### src/rtl/dcache_controller.sv
// Write-back, write-allocate control stage for a 2-way data-cache SRAM.
// Replays CPU word accesses as hits after any write-back/refill line traffic to main memory.
module dcache_controller #(
    parameter int unsigned NSET_BITS = 4,
    parameter int unsigned LINE_BITS = 256,
    parameter int unsigned OFS_BITS  = 5
) (
    input  logic                               clk_i,
    input  logic                               rst_i,
    input  logic                               cpu_req_i,
    input  logic                               cpu_write_i,
    input  logic [31:0]                        cpu_addr_i,
    input  logic [31:0]                        cpu_data_i,
    output logic [31:0]                        cpu_data_o,
    output logic                               cpu_stall_o,
    output logic                               mem_enable_o,
    output logic                               mem_write_o,
    output logic [31:0]                        mem_addr_o,
    output logic [LINE_BITS-1:0]               mem_data_o,
    input  logic [LINE_BITS-1:0]               mem_data_i,
    input  logic                               mem_ack_i,
    output logic                               sram_enable_o,
    output logic                               sram_write_o,
    output logic [NSET_BITS-1:0]               sram_index_o,
    output logic [33-NSET_BITS-OFS_BITS:0]     sram_tag_o,
    output logic [LINE_BITS-1:0]               sram_data_o,
    input  logic [33-NSET_BITS-OFS_BITS:0]     sram_tag_i,
    input  logic [LINE_BITS-1:0]               sram_data_i,
    input  logic                               sram_hit_i
);

    localparam int unsigned TAG_BITS  = 32 - NSET_BITS - OFS_BITS;
    localparam int unsigned WORD_BITS = OFS_BITS - 2;
    localparam int unsigned BOFS_BITS = OFS_BITS + 3;

    typedef enum logic [2:0] {
        IDLE,
        MISS,
        WRITEBACK,
        READMISS,
        READMISSOK
    } state_t;

    state_t                 state;
    state_t                 next_state;
    logic [TAG_BITS-1:0]    victim_tag;
    logic [LINE_BITS-1:0]   victim_data;

    logic [TAG_BITS-1:0]    req_tag;
    logic [NSET_BITS-1:0]   req_index;
    logic [WORD_BITS-1:0]   req_word;
    logic [BOFS_BITS-1:0]   word_ofs;
    logic                   unused_addr_lsb;

    assign req_tag         = cpu_addr_i[31 -: TAG_BITS];
    assign req_index       = cpu_addr_i[OFS_BITS +: NSET_BITS];
    assign req_word        = cpu_addr_i[OFS_BITS-1:2];
    assign word_ofs        = {req_word, 5'b0};
    assign unused_addr_lsb = &{1'b0, cpu_addr_i[1:0]};
    assign sram_index_o    = req_index;

    // State register plus victim capture while the SRAM presents the LRU way.
    always_ff @(posedge clk_i or posedge rst_i) begin
        if (rst_i) begin
            state       <= IDLE;
            victim_tag  <= '0;
            victim_data <= '0;
        end else begin
            state <= next_state;
            if (state == MISS) begin
                victim_tag  <= sram_tag_i[TAG_BITS-1:0];
                victim_data <= sram_data_i;
            end
        end
    end

    always_comb begin
        next_state    = state;
        cpu_data_o    = '0;
        cpu_stall_o   = 1'b0;
        mem_enable_o  = 1'b0;
        mem_write_o   = 1'b0;
        mem_addr_o    = '0;
        mem_data_o    = '0;
        sram_enable_o = cpu_req_i || (state != IDLE);
        sram_write_o  = 1'b0;
        sram_tag_o    = '0;
        sram_data_o   = '0;

        case (state)
            IDLE: begin
                if (cpu_req_i) begin
                    if (sram_hit_i) begin
                        if (cpu_write_i) begin
                            sram_write_o               = 1'b1;
                            sram_data_o                = sram_data_i;
                            sram_data_o[word_ofs +: 32] = cpu_data_i;
                            sram_tag_o                 = {2'b11, req_tag};
                        end else begin
                            cpu_data_o = sram_data_i[word_ofs +: 32];
                        end
                    end else begin
                        cpu_stall_o = 1'b1;
                        next_state  = MISS;
                    end
                end
            end
            MISS: begin
                cpu_stall_o = 1'b1;
                // Only a valid and dirty victim needs to go back to memory.
                if (sram_tag_i[TAG_BITS+1] && sram_tag_i[TAG_BITS]) begin
                    next_state = WRITEBACK;
                end else begin
                    next_state = READMISS;
                end
            end
            WRITEBACK: begin
                cpu_stall_o  = 1'b1;
                mem_enable_o = 1'b1;
                mem_write_o  = 1'b1;
                mem_addr_o   = {victim_tag, req_index, OFS_BITS'(0)};
                mem_data_o   = victim_data;
                if (mem_ack_i) begin
                    next_state = READMISS;
                end
            end
            READMISS: begin
                cpu_stall_o  = 1'b1;
                mem_enable_o = 1'b1;
                mem_addr_o   = {cpu_addr_i[31:OFS_BITS], OFS_BITS'(0)};
                if (mem_ack_i) begin
                    sram_write_o = 1'b1;
                    sram_data_o  = mem_data_i;
                    sram_tag_o   = {2'b10, req_tag};
                    next_state   = READMISSOK;
                end
            end
            READMISSOK: begin
                cpu_stall_o = 1'b1;
                next_state  = IDLE;
            end
            default: begin
                next_state = IDLE;
            end
        endcase

        // Reset silences every strobe immediately, including an in-flight memory request.
        if (rst_i) begin
            cpu_data_o    = '0;
            cpu_stall_o   = 1'b0;
            mem_enable_o  = 1'b0;
            mem_write_o   = 1'b0;
            mem_addr_o    = '0;
            mem_data_o    = '0;
            sram_enable_o = 1'b0;
            sram_write_o  = 1'b0;
            sram_tag_o    = '0;
            sram_data_o   = '0;
        end
    end

endmodule

### config.mk
export PLATFORM = sky130hd
export DESIGN_NAME = dcache_controller
export DESIGN_NICKNAME = d
export VERILOG_FILES = /design/src/rtl/dcache_controller.sv
export SDC_FILE = /design/constraint.sdc
export NUM_CORES = 1
export LEC_CHECK = 0
export ABC_AREA = 0
export ABC_CLOCK_PERIOD_IN_PS = 11590
export CELL_PAD_IN_SITES_DETAIL_PLACEMENT = 1
export CELL_PAD_IN_SITES_GLOBAL_PLACEMENT = 1
export CORE_AREA = 2 2 473 475
export DETAILED_ROUTE_END_ITERATION = 8
export DIE_AREA = 0 0 475 477
export PLACE_DENSITY = 0.41
export SLEW_MARGIN = 20
export SYNTH_ARGS = -nofsm -noshare
export SYNTH_HDL_FRONTEND = slang
export SYNTH_SLANG_ARGS = --single-unit
### constraint.sdc
create_clock -name clk_i -period 11.59 [get_ports clk_i]
set_clock_uncertainty 0.05 [all_clocks]
set_input_delay 1.7385 -clock clk_i [delete_from_list [all_inputs] [get_ports clk_i]]
set_output_delay 1.7385 -clock clk_i [all_outputs]
set_load 0.01 [all_outputs]
; ---- After elaboration in Yosys (flattened, before gate mapping)
; Cells that the tools add are included.
; Widths: inputs -> output; s select.
[totals]
regBits = 282
latch_bits = 0
mem_bits_rw = 0
romBits = 0
out_inout_bits = 610
wordCells = 65
memories = 0
[classes]
n_addsub = 1
mul = 0
div_mod_pow = 0
order_cmp = 0
eq_ne = 8
n_shift = 3
n_mux = 43
n_bitwise = 0
n_reduce_logical = 7
[op_table]
columns = op, count
row1 = $mux 256, 7
row2 = $pmux 256 s2, 1
row3 = $bwmux 256, 1
row4 = $shift 32x10->256 const A, 1
row5 = $shiftx 256x9->32, 1
row6 = $shiftx 32x10->256, 1
row7 = $mux 32, 6
row8 = $mux 25, 5
row9 = $pmux 32 s2, 1
row10 = $pmux 25 s2, 1
row11 = $mux 1, 14
row12 = $mux 3, 4
row13 = $pmux 3 s4, 1
row14 = $neg 8->10, 1
row15 = $ne 2x2->1 const B, 4
row16 = $eq 3x2->1 const B, 2
row17 = $pmux 1 s2, 2
row18 = $reduce_and 4->1, 1
row19 = $reduce_or 4->1, 1
row20 = $eq 3x1->1 const B, 1
row21 = $eq 3x3->1 const B, 1
row22 = $logic_not 3->1, 1
row23 = $reduce_bool 3->1, 1
row24 = $reduce_or 2->1, 1
row25 = other kinds (2), 2

; ---- Longest topological paths before layout
; Gate-level depths: netlist of the first run.
[depth]
depth_word = 8
depth_mapped = 12
ltp_nobuf = 7

; ---- Worst setup path after synthesis of the first run
; OpenSTA, ideal clock, no wires.
[synth_path]
path_kind = input to output
start = input port cpu_addr_i[3]
end = output port sram_data_o[100]
arrival_ns = 4.156
required_time_ns = 9.802
setup_slack_ns = 5.645
cell_stages = 11
path_cell_list = buf_1 buf_1 inv_1 ha_1 ha_1 buf_2 nand2b_1 nor2_1 buf_2 mux2i_1 o21ai_0
[synth_between]
elab_chain_cells = 8
[synth_lines]
columns = element, line
row1 = from (decl), 12  ; input logic [31:0] cpu_addr_i,
row2 = $neg 8->10 (*), 97  ; sram_data_o[word_ofs +: 32] = cpu_data_i;
row3 = $shiftx 32x10->256 or $shift 32x10->256 (tied branches), 97
row4 = $bwmux 256 (*), 97
row5 = $mux 256 (*), 94  ; if (cpu_write_i) begin
row6 = $mux 256 (*), 93  ; if (sram_hit_i) begin
row7 = $mux 256 (*), 92  ; if (cpu_req_i) begin
row8 = $pmux 256 s2 (*), 90  ; case (state)
row9 = $mux 256 (*), 148  ; if (rst_i) begin
row10 = to (decl), 26  ; output logic [LINE_BITS-1:0] sram_data_o,
; Every way passes the cells marked *; elsewhere a longest branch is shown, timed or not.

; ---- Worst setup path in the final report of the first run
[layout_path]
start = input port cpu_addr_i[4]
end = output port sram_data_o[127]
; The elaborated chain is that of the path after synthesis.

==> results of run 1 <==
-- layout make-up --
cell class | instances | share of cell area [%]
Inverter | 6 | 0.0813
Clock inverter | 14 | 0.434
Sequential cell | 282 | 19.1
Multi-Input combinational cell | 1404 | 32.5
Clock buffer | 69 | 3.54
Timing Repair Buffer | 1258 | 34.1
Tap cell | 2975 | 10.1
Antenna cell | 22 | 0.149
-- kinds of logic (layout without fill, tap and decap cells) --
kind of cell / count (synthesis) / after routing / share of synthesized area [%]
simple gates: 605 / 605 / 17.4
mux: 494 / 494 / 30.4
compound gates: 296 / 296 / 11.3
flops: 282 / 282 / 35.1
buf+inv: 219 / 1347 / 5.61
fa+ha+maj: 3 / 3 / 0.187
other cells: 1 / 27 / 0.0187
xor+xnor: 1 / 1 / 0.0436
-- stage by stage --
stage	util [%]	instance area, sq um
2_1_floorplan	-	20100
3_3_place_gp	16.0	35400
3_5_place_dp	16.0	35400
4_1_cts	16.6	36900
5_1_grt	16.7	36900
6_report	16.7	36900
-- how the worst max path moves through the flow --
stage | startpoint | to | slack [ns] | cells past startpoint
after floorplan | rst_i | state[0] | 2.02 | 1
after global placement | cpu_addr_i[3] | sram_data_o[127] | 3.50 | 10
after detailed placement | cpu_addr_i[4] | sram_data_o[127] | 3.53 | 9
after CTS | cpu_addr_i[4] | sram_data_o[127] | 3.53 | 9
after global routing | cpu_addr_i[4] | sram_data_o[127] | 3.56 | 9
final | cpu_addr_i[4] | sram_data_o[127] | 3.74 | 9
-- layer usage --
| metal | wire length [um] | vias up | GRT usage (%) |
|---|---|---|---|
| li1 | - | 9062 | - |
| met1 | 81800 | 11119 | 20.4 |
| met2 | 95200 | 1073 | 28.6 |
| met3 | 19300 | 176 | 6.54 |
| met4 | 3810 | 32 | 3.77 |
| met5 | 200 | - | 0 |
-- power by group through the flow --
stage	Clock (mW)	Combinational, mW	Sequential, mW
CTS	1.53	3.11	1.78
global placement	0	3.08	1.77
global route	1.56	3.24	1.85
floorplan	0	1.61	1.66
finish	1.45	3.04	1.78
detailed placement	0	3.09	1.80
-- cell usage in the layout (no fill, tap or decap), drive strengths merged, types with 5 or more instances in the layout --
master	count
a221o	128
a22o	32
and2	411
buf	51
clkbuf	69
clkdlybuf4s50	1207
clkinv	9
conb	5
dfrtp	282
diode	22
inv	8
mux2	279
mux2i	151
mux4	64
nand2	134
nor2	32
nor3	8
nor3b	6
o21ai	131
-- sequential cells by signal, summed over array words and instances, names as in the netlist --
signal and count:
state 3, victim_tag 23, victim_data 256
-- worst max-delay path, stage by stage --
cell	delay (ns)
sky130_fd_sc_hd__clkdlybuf4s50_1	0.59
sky130_fd_sc_hd__inv_1	0.15
sky130_fd_sc_hd__ha_1	0.58
sky130_fd_sc_hd__nand2b_1	0.24
sky130_fd_sc_hd__nor2_4	0.45
sky130_fd_sc_hd__buf_4	0.79
sky130_fd_sc_hd__mux2i_1	0.16
sky130_fd_sc_hd__o21ai_1	0.63
sky130_fd_sc_hd__clkdlybuf4s50_1	0.69
==> flow_summary_export.csv, run 1 <==
group,metric,value,unit
timing,drv_slew,0,
placement,numPortBuffers,1209,
yosys,synth_area_per_cell,10.6,sq um
yosys,seq_area_frac_synth,35.1,%
yosys,yosysMostFrequentCell,"sky130_fd_sc_hd__and2_1",
yosys,synth.cells.most_frequent,"sky130_fd_sc_hd__and2_1 (377), sky130_fd_sc_hd__dfrtp_1 (282), sky130_fd_sc_hd__mux2_2 (279), sky130_fd_sc_hd__mux2i_1 (151), sky130_fd_sc_hd__nand2_1 (134)",
power,powerDensity,170,mW/mm^2
finish,multi_input_combinational_cell_area,0.0120,sq mm
yosys,synth_cell_type_count,42,
setup_path,cp_max_fo,25,
global_routing,grt_max_degree,145,
timing,max_freq,127,MHz
setup_path,type_of_element_capturing_the_critical_path,"output pin",
routing,firstDrtPassIters,5,
global_routing,initial_antenna_violation_count,65,
cts,h-tree-depth,2,
cts,postCtsSetupBuffers,0,
min_path,hold_end,"victim_data[40]",
global_routing,grt_first_pass_wirelength,253000,um
timing,worst_slack,3.74,ns
floorplanning,die-height,477,um
outcome,status,"completed",
placement,pre_cts_slack,3.53,ns
yosys,synth.cell_area,0.0201,sq mm
min_path,hold_path.class,"flop to flop",
power,internal_power,3.94,mW
floorplanning,initial_utilization,9.07,%
setup_path,crit_type,"input pin to output pin",
power,power.static_leakage,13.2,nW
yosys,ys_top_cells_by_area,"sky130_fd_sc_hd__dfrtp_1 (35%), sky130_fd_sc_hd__mux2_2 (16%), sky130_fd_sc_hd__and2_1 (12%)",
floorplanning,area_of_the_die,0.227,sq mm
power,p_sw_share,37.2,%
routing,post_detailed_route_drc_marker_count,0,
finish,finish.cell_count_without_fillers,6030,
timing,timing_hold_violations_final,0,
timing,layout_min_cycle_time,7.85,ns
cts,number_of_buffers_created_by_cts,45,
finish,post_route_cells_drive_above_1_share,16.0,%
floorplanning,placement_rows,173,
floorplanning,die_w,475,um
timing,grt_setup_unrepaired,"no",
placement,dpl.hpwl,159000,um
routing,wl,200000,um
power,fin_total_pwr,6.28,mW
setup_path,cp_data_arrival_time,6.06,ns
finish,layout.filler_cells,25670,
yosys,number_of_enable_type_register_cells_in_the_synthesized_netlist,0,
min_path,worst_hold_startpoint,"victim_data[40]",
power,power_frac_clock,23.2,%
floorplanning,pin_count,1217,
min_path,whs_path_depth,1,
setup_path,crit_required,9.80,ns
floorplanning,core,0.221,sq mm
timing,worst-slew-pin-transition,1.07,ns
routing,route.vias.total,21462,
cts,clk-insertion-delay-late,0.64,ns
placement,gp_congestion,0.839,
finish,register_area,0.00706,sq mm
timing,setup_failing_eps_final,0,
timing,post-route-period-util,67.7,%
setup_path,timing.rr.end,"victim_data[144]",
setup_path,rrSetupSlack,7.37,ns
cts,cts.root.buffer_cell,"sky130_fd_sc_hd__clkbuf_16",
routing,detailedRoute.firstIterationViolations,1286,
cts,clk_pin_slew_worst_paths,0.06,ns
routing,routed_wire_length_per_instance,33.2,um
power,vdd.ir_drop.worst,0.138,mV
setup_path,timing.rr.start,"state[0]",
yosys,yosys.area.top_type,"sky130_fd_sc_hd__dfrtp_1",
global_routing,grt_overflow,0,
cts,cts_hold_repair.buffers,0,
power,netSwitchingPower,2.33,mW
timing,setup_tns,0,ns
yosys,number_of_warning_messages_in_the_yosys_log,0,
yosys,synth_cells,1901,
yosys,postSynthRegisterBits,282,
power,combinational_share_of_power,48.4,%
global_routing,grt_pass1_vias,22738,
run,cap_viol_max_count,0,
routing,vias_per_cell,3.56,
cts,cts_buffer_depth,3,
global_routing,groute.usage.overall,17.0,%
routing,detail-route-antenna-nets,0,
power,power_frac_seq,28.4,%
cts,tritoncts,"done",
timing,normalized_max_slew_margin,29.0,%
cts,post_cts.resized_instances,0,
setup_path,rr_worst_depth,5,
setup_path,critical_path.startpoint_type,"input pin",
yosys,synthFlopType,"sky130_fd_sc_hd__dfrtp_1",
yosys,ys_async_rst_share,100,%
yosys,post-synth-top-area-fraction,35.1,%
placement,dp_cells,5925,
cts,clock-sinks,282,
timing,fin_hold_ws,0.445,ns
finish,synthToLayoutAreaGrowth,83.9,%
finish,num-nets-final,3607,
Note: power is estimated with default switching activity, not from simulation.
==> run 2, diff against run 1 <==
--- a/config.mk
+++ b/config.mk
@@ -6,7 +6,7 @@
 export NUM_CORES = 1
 export LEC_CHECK = 0
 export ABC_AREA = 0
-export ABC_CLOCK_PERIOD_IN_PS = 11590
+export ABC_CLOCK_PERIOD_IN_PS = 7600
 export CELL_PAD_IN_SITES_DETAIL_PLACEMENT = 1
 export CELL_PAD_IN_SITES_GLOBAL_PLACEMENT = 1
 export CORE_AREA = 2 2 473 475
==> constraint.sdc (replaced) <==
create_clock -name clk_i -period 7.6 [get_ports clk_i]
set_clock_uncertainty 0.05 [all_clocks]
set_input_delay 1.14 -clock clk_i [delete_from_list [all_inputs] [get_ports clk_i]]
set_output_delay 1.14 -clock clk_i [all_outputs]
set_load 0.01 [all_outputs]
==> flow_summary_export.csv, run 2 (synthesis results as in run 1) <==
group,metric,value,unit
setup_path,endpoint,"sram_data_o[240]",
finish,mostFrequentLayoutCell,"sky130_fd_sc_hd__clkdlybuf4s50_1",
power,p_sw_share,37.4,%
finish,layout_top_registers,"victim_data (256), victim_tag (23), state (3)",
floorplanning,initial_utilization,9.07,%
power,power_frac_seq,27.8,%
power,power_frac_clock,23.1,%
cts,tritoncts,"done",
cts,post_cts.resized_instances,0,
cts,number_of_buffers_created_by_cts,45,
finish,layout.filler_cells,25564,
setup_path,timing.rr.end,"victim_data[17]",
min_path,hold_path.class,"flop to flop",
setup_path,cp_max_fo,73,
cts,cts.root.buffer_cell,"sky130_fd_sc_hd__clkbuf_16",
cts,clk_pin_slew_worst_paths,0.06,ns
timing,worst-slew-pin-transition,1.14,ns
timing,normalized_max_slew_margin,23.7,%
power,internal_power,6.05,mW
run,cap_viol_max_count,0,
finish,register_ranked_first_by_flip_flop_count,"victim_data",
outcome,status,"completed",
timing,fin_hold_ws,0.445,ns
finish,mostFrequentLayoutCells,"sky130_fd_sc_hd__clkdlybuf4s50_1 (1,207), sky130_fd_sc_hd__and2_1 (377), sky130_fd_sc_hd__dfrtp_1 (281), sky130_fd_sc_hd__mux2_2 (279), sky130_fd_sc_hd__mux2i_1 (151)",
power,powerDensity,259,mW/mm^2
placement,dp_cells,5958,
global_routing,grt_max_degree,109,
routing,firstDrtPassIters,5,
timing,drv_slew,0,
power,vdd.ir_drop.worst,0.222,mV
setup_path,crit_type,"input pin to output pin",
cts,clock-sinks,282,
timing,post-route-period-util,82.6,%
routing,routed_wire_length_per_instance,33.3,um
global_routing,grt_first_pass_wirelength,254000,um
routing,detailedRoute.firstIterationViolations,1155,
routing,vias_per_cell,3.56,
finish,synthToLayoutAreaGrowth,85.6,%
routing,detail-route-antenna-nets,0,
floorplanning,core,0.221,sq mm
cts,cts_buffer_depth,3,
setup_path,crit_required,6.41,ns
setup_path,rr_worst_depth,4,
placement,numPortBuffers,1209,
cts,clk-insertion-delay-late,0.65,ns
routing,wl,202000,um
timing,setup_tns,0,ns
cts,h-tree-depth,2,
cts,postCtsSetupBuffers,0,
placement,dpl.hpwl,164000,um
finish,num-nets-final,3640,
timing,timing_hold_violations_final,0,
floorplanning,die_w,475,um
routing,route.vias.total,21590,
floorplanning,pin_count,1217,
timing,max_freq,159,MHz
timing,layout_min_cycle_time,6.27,ns
finish,finish.cell_count_without_fillers,6069,
finish,post_route_cells_drive_above_1_share,16.9,%
global_routing,initial_antenna_violation_count,76,
setup_path,worst_setup_path_startpoint,"cpu_write_i",
finish,largest_reg_flops,256,
placement,gp_congestion,0.864,
global_routing,groute.usage.overall,17.1,%
floorplanning,placement_rows,173,
setup_path,type_of_element_capturing_the_critical_path,"output pin",
power,power.static_leakage,13.4,nW
global_routing,grt_overflow,0,
cts,cts_hold_repair.buffers,0,
routing,post_detailed_route_drc_marker_count,0,
setup_path,rrSetupSlack,4.32,ns
power,netSwitchingPower,3.61,mW
floorplanning,die-height,477,um
min_path,whs_path_depth,1,
power,combinational_share_of_power,49.1,%
global_routing,grt_pass1_vias,23036,
floorplanning,area_of_the_die,0.227,sq mm
setup_path,critical_path.startpoint_type,"input pin",
timing,grt_setup_unrepaired,"no",
timing,setup_failing_eps_final,0,
setup_path,cp_data_arrival_time,5.08,ns
setup_path,timing.rr.start,"state[0]",
==> run 2: changes by cell type in the layout (fill, tap and decap cells not counted), sizes merged <==
cell,previous run,this run
buf,51,84
diode,22,28
clkinvlp,0,4
clkinv,9,6
clkbuf,69,71
inv,8,6
bufinv,3,2
==> run 2: metal layers <==
metal / share of wire, % / up-vias / track usage [%]
met2: 48 / 1073 / 29.1
met4: 2.0 / 30 / 4.25
met1: 40 / 11201 / 19.9
met5: 0.094 / - / 0
met3: 9.6 / 176 / 6.81
li1: - / 9110 / -
==> run 2: worst min-delay path by stage <==
stage | startpoint | to | slack (ns)
2_1_floorplan | victim_data[69] | victim_data[69] | 0.42
3_3_place_gp | victim_data[114] | victim_data[114] | 0.43
3_5_place_dp | victim_data[230] | victim_data[230] | 0.44
4_1_cts | victim_data[10] | victim_data[10] | 0.45
5_1_grt | victim_data[151] | victim_data[151] | 0.46
6_report | victim_data[84] | victim_data[84] | 0.44
==> run 2: worst max-delay path: stages <==
cell and delay (ns):
sky130_fd_sc_hd__clkdlybuf4s50_1 0.85, sky130_fd_sc_hd__nand4_4 0.50, sky130_fd_sc_hd__buf_4 0.40, sky130_fd_sc_hd__buf_12 0.20, sky130_fd_sc_hd__o21ai_0 0.83, sky130_fd_sc_hd__clkdlybuf4s50_1 0.68
==> run 2: layout make-up <==
cell class	count	area [sq um]	area share, %
repair buffers	1291	12900	34.6
multi-input cells	1404	12000	32.2
flip-flops and latches	282	7060	18.9
well taps	2975	3720	9.99
clock buffers	71	1340	3.58
clock inverters	12	148	0.396
diodes	28	70.1	0.188
inverters	6	26.3	0.0705
==> run 2: through the flow <==
stage	cell area, sq um	setup WS, ns	power [mW]	utilization [%]
3_5_place_dp	35700	1.36	7.54	16.1
3_3_place_gp	35700	1.38	7.49	16.1
6_report	37300	1.33	9.67	16.8
2_1_floorplan	20100	2.67	4.99	-
4_1_cts	37200	1.34	9.90	16.8
5_1_grt	37200	1.20	10.3	16.8
==> run 2: power by group through the flow <==
| stage | Sequential (mW) | Clock [mW] | Combinational, mW |
|---|---|---|---|
| CTS | 2.69 | 2.35 | 4.86 |
| detailed placement | 2.71 | 0 | 4.83 |
| global placement | 2.68 | 0 | 4.81 |
| finish | 2.69 | 2.23 | 4.75 |
| floorplan | 2.53 | 0 | 2.46 |
| global route | 2.80 | 2.39 | 5.06 |
==> run 3, diff against run 2 <==
--- a/config.mk
+++ b/config.mk
@@ -6,7 +6,7 @@
 export NUM_CORES = 1
 export LEC_CHECK = 0
 export ABC_AREA = 0
-export ABC_CLOCK_PERIOD_IN_PS = 7600
+export ABC_CLOCK_PERIOD_IN_PS = 5800
 export CELL_PAD_IN_SITES_DETAIL_PLACEMENT = 1
 export CELL_PAD_IN_SITES_GLOBAL_PLACEMENT = 1
 export CORE_AREA = 2 2 473 475
==> constraint.sdc (replaced) <==
create_clock -name clk_i -period 5.8 [get_ports clk_i]
set_clock_uncertainty 0.05 [all_clocks]
set_input_delay 0.87 -clock clk_i [delete_from_list [all_inputs] [get_ports clk_i]]
set_output_delay 0.87 -clock clk_i [all_outputs]
set_load 0.01 [all_outputs]
==> flow_summary_export.csv, run 3 (synthesis results as in run 1) <==
group,metric,value,unit
outcome,status,"completed",
global_routing,groute.usage.overall,17.0,%
routing,vias_per_cell,3.54,
timing,drv_slew,0,
routing,routed_wire_length_per_instance,33.0,um
finish,num-nets-final,3644,
run,cap_viol_max_count,0,
floorplanning,area_of_the_die,0.227,sq mm
timing,max_freq,186,MHz
cts,clk_pin_slew_worst_paths,0.06,ns
timing,worst_slack,0.419,ns
power,vdd.ir_drop.worst,0.236,mV
finish,largest_reg_flops,256,
routing,detail-route-antenna-nets,0,
placement,pre_cts_slack,0.497,ns
routing,route.vias.total,21463,
setup_path,cp_common_cell,"sky130_fd_sc_hd__clkdlybuf4s50_1",
timing,worst-slew-pin-transition,1.08,ns
cts,clk-insertion-delay-late,0.65,ns
floorplanning,core,0.221,sq mm
power,power.static_leakage,13.8,nW
routing,firstDrtPassIters,5,
global_routing,grt_overflow,0,
global_routing,initial_antenna_violation_count,72,
floorplanning,initial_utilization,9.07,%
floorplanning,pin_count,1217,
cts,number_of_buffers_created_by_cts,47,
setup_path,cp_slowest_stage_delay,0.67,ns
floorplanning,placement_rows,173,
finish,layout_top_registers,"victim_data (256), victim_tag (23), state (3)",
placement,numPortBuffers,1209,
finish,final_core_utilization,17.2,%
setup_path,crit_required,4.88,ns
cts,tritoncts,"done",
routing,post_detailed_route_drc_marker_count,0,
global_routing,grt_max_degree,106,
placement,gp_congestion,0.849,
timing,normalized_max_slew_margin,27.5,%
floorplanning,die_w,475,um
setup_path,cp_data_arrival_time,4.46,ns
cts,post_cts.resized_instances,0,
routing,detailedRoute.firstIterationViolations,1192,
timing,setup_tns,0,ns
cts,cts.root.buffer_cell,"sky130_fd_sc_hd__clkbuf_16",
setup_path,critical-path-slowest-cell,"sky130_fd_sc_hd__clkdlybuf4s50_1",
floorplanning,die-height,477,um
timing,timing_hold_violations_final,0,
setup_path,cp_max_fo,24,
routing,wl,200000,um
cts,clock-sinks,282,
finish,post_route_cells_drive_above_1_share,19.9,%
cts,cts_hold_repair.buffers,0,
finish,register_ranked_first_by_flip_flop_count,"victim_data",
power,powerDensity,336,mW/mm^2
finish,mostFrequentLayoutCell,"sky130_fd_sc_hd__clkdlybuf4s50_1",
timing,setup_failing_eps_final,0,
setup_path,crit_chain,"clkdlybuf4s50_1, inv_1, ha_1, nor2b_1, nand3_4, buf_12, mux2i_1, o21ai_0, clkdlybuf4s50_1",
min_path,hold_path.class,"flop to flop",
cts,h-tree-depth,2,
timing,layout_min_cycle_time,5.38,ns
finish,multi_input_combinational_cell_area,0.0120,sq mm
finish,synthToLayoutAreaGrowth,89.9,%
finish,mostFrequentLayoutCells,"sky130_fd_sc_hd__clkdlybuf4s50_1 (1,120), sky130_fd_sc_hd__and2_1 (377), sky130_fd_sc_hd__dfrtp_1 (281), sky130_fd_sc_hd__mux2_2 (279), sky130_fd_sc_hd__mux2i_1 (151)",
finish,layout.filler_cells,25534,
timing,grt_setup_unrepaired,"no",
setup_path,critical_path.startpoint_type,"input pin",
finish,register_area,0.00706,sq mm
cts,cts_buffer_depth,3,
setup_path,type_of_element_capturing_the_critical_path,"output pin",
global_routing,grt_pass1_vias,22594,
placement,dpl.hpwl,163000,um
cts,postCtsSetupBuffers,0,
setup_path,crit_type,"input pin to output pin",
timing,post-route-period-util,92.8,%
global_routing,grt_first_pass_wirelength,252000,um
[run 3: cell types whose count changed in the layout (fill, tap and decap cells not counted), sizes merged]
cell and change:
clkdlybuf4s50 -87, clkinv -1, buf +89, clkinvlp +1
clkbuf +1, diode -5
[run 3: final cells by class]
cell class              instances  share of cell area [%]
diodes                         23                   0.151
clock buffers                  72                    3.65
inverters                       6                  0.0689
multi-input cells            1404                    31.5
flip-flops and latches        282                    18.5
repair buffers               1293                    36.0
well taps                    2975                    9.76
clock inverters                12                   0.354
[run 3: through the flow]
stage / area, sq um / std cells / power (mW) / hold WS [ns]
floorplan: 20100 / 1905 / 6.54 / 0.422
global placement: 36600 / 5960 / 9.94 / 0.430
detailed placement: 36600 / 5960 / 10.0 / 0.438
CTS: 38100 / 6044 / 13.1 / 0.450
global route: 38100 / 6049 / 13.6 / 0.459
finish: 38100 / 6067 / 12.8 / 0.447
[run 3: path summary, 6_finish.rpt]
path                            startpoint              end  slack [ns]  cells past startpoint
max reg2reg                       state[0]  victim_data[19]        2.66                      5
max in group asynchronous            rst_i  victim_data[15]        3.81                      3
min in group asynchronous            rst_i    victim_tag[8]        0.78                      2
max                          cpu_addr_i[4]  sram_data_o[59]        0.42                      9
min                        victim_data[79]  victim_data[79]        0.45                      1
min reg2reg                victim_data[79]  victim_data[79]        0.45                      1
[run 3: report_power, final]
part / total (mW) / internal (mW) / switching [mW]
clock network: 2.97 / 1.73 / 1.24
logic: 6.36 / 3.36 / 3.00
registers: 3.50 / 3.00 / 0.496
[run 3: critical path, delay by kind of cell]
family	cells	cell delay (ns)
AND/OR/NAND/NOR	2	0.56
multiplexers	1	0.17
adder cells (fa/ha/maj)	1	0.58
buffers and inverters	4	1.63
AO/OA/AOI/OAI	1	0.57
[run 3: routing by layer]
| metal | global-route usage [%] | up-vias | part of all wire, % |
|---|---|---|---|
| li1 | - | 9118 | - |
| met1 | 20.4 | 11085 | 41 |
| met2 | 28.6 | 1060 | 48 |
| met3 | 6.76 | 172 | 10 |
| met4 | 3.17 | 28 | 1.6 |
| met5 | 0 | - | 0.086 |
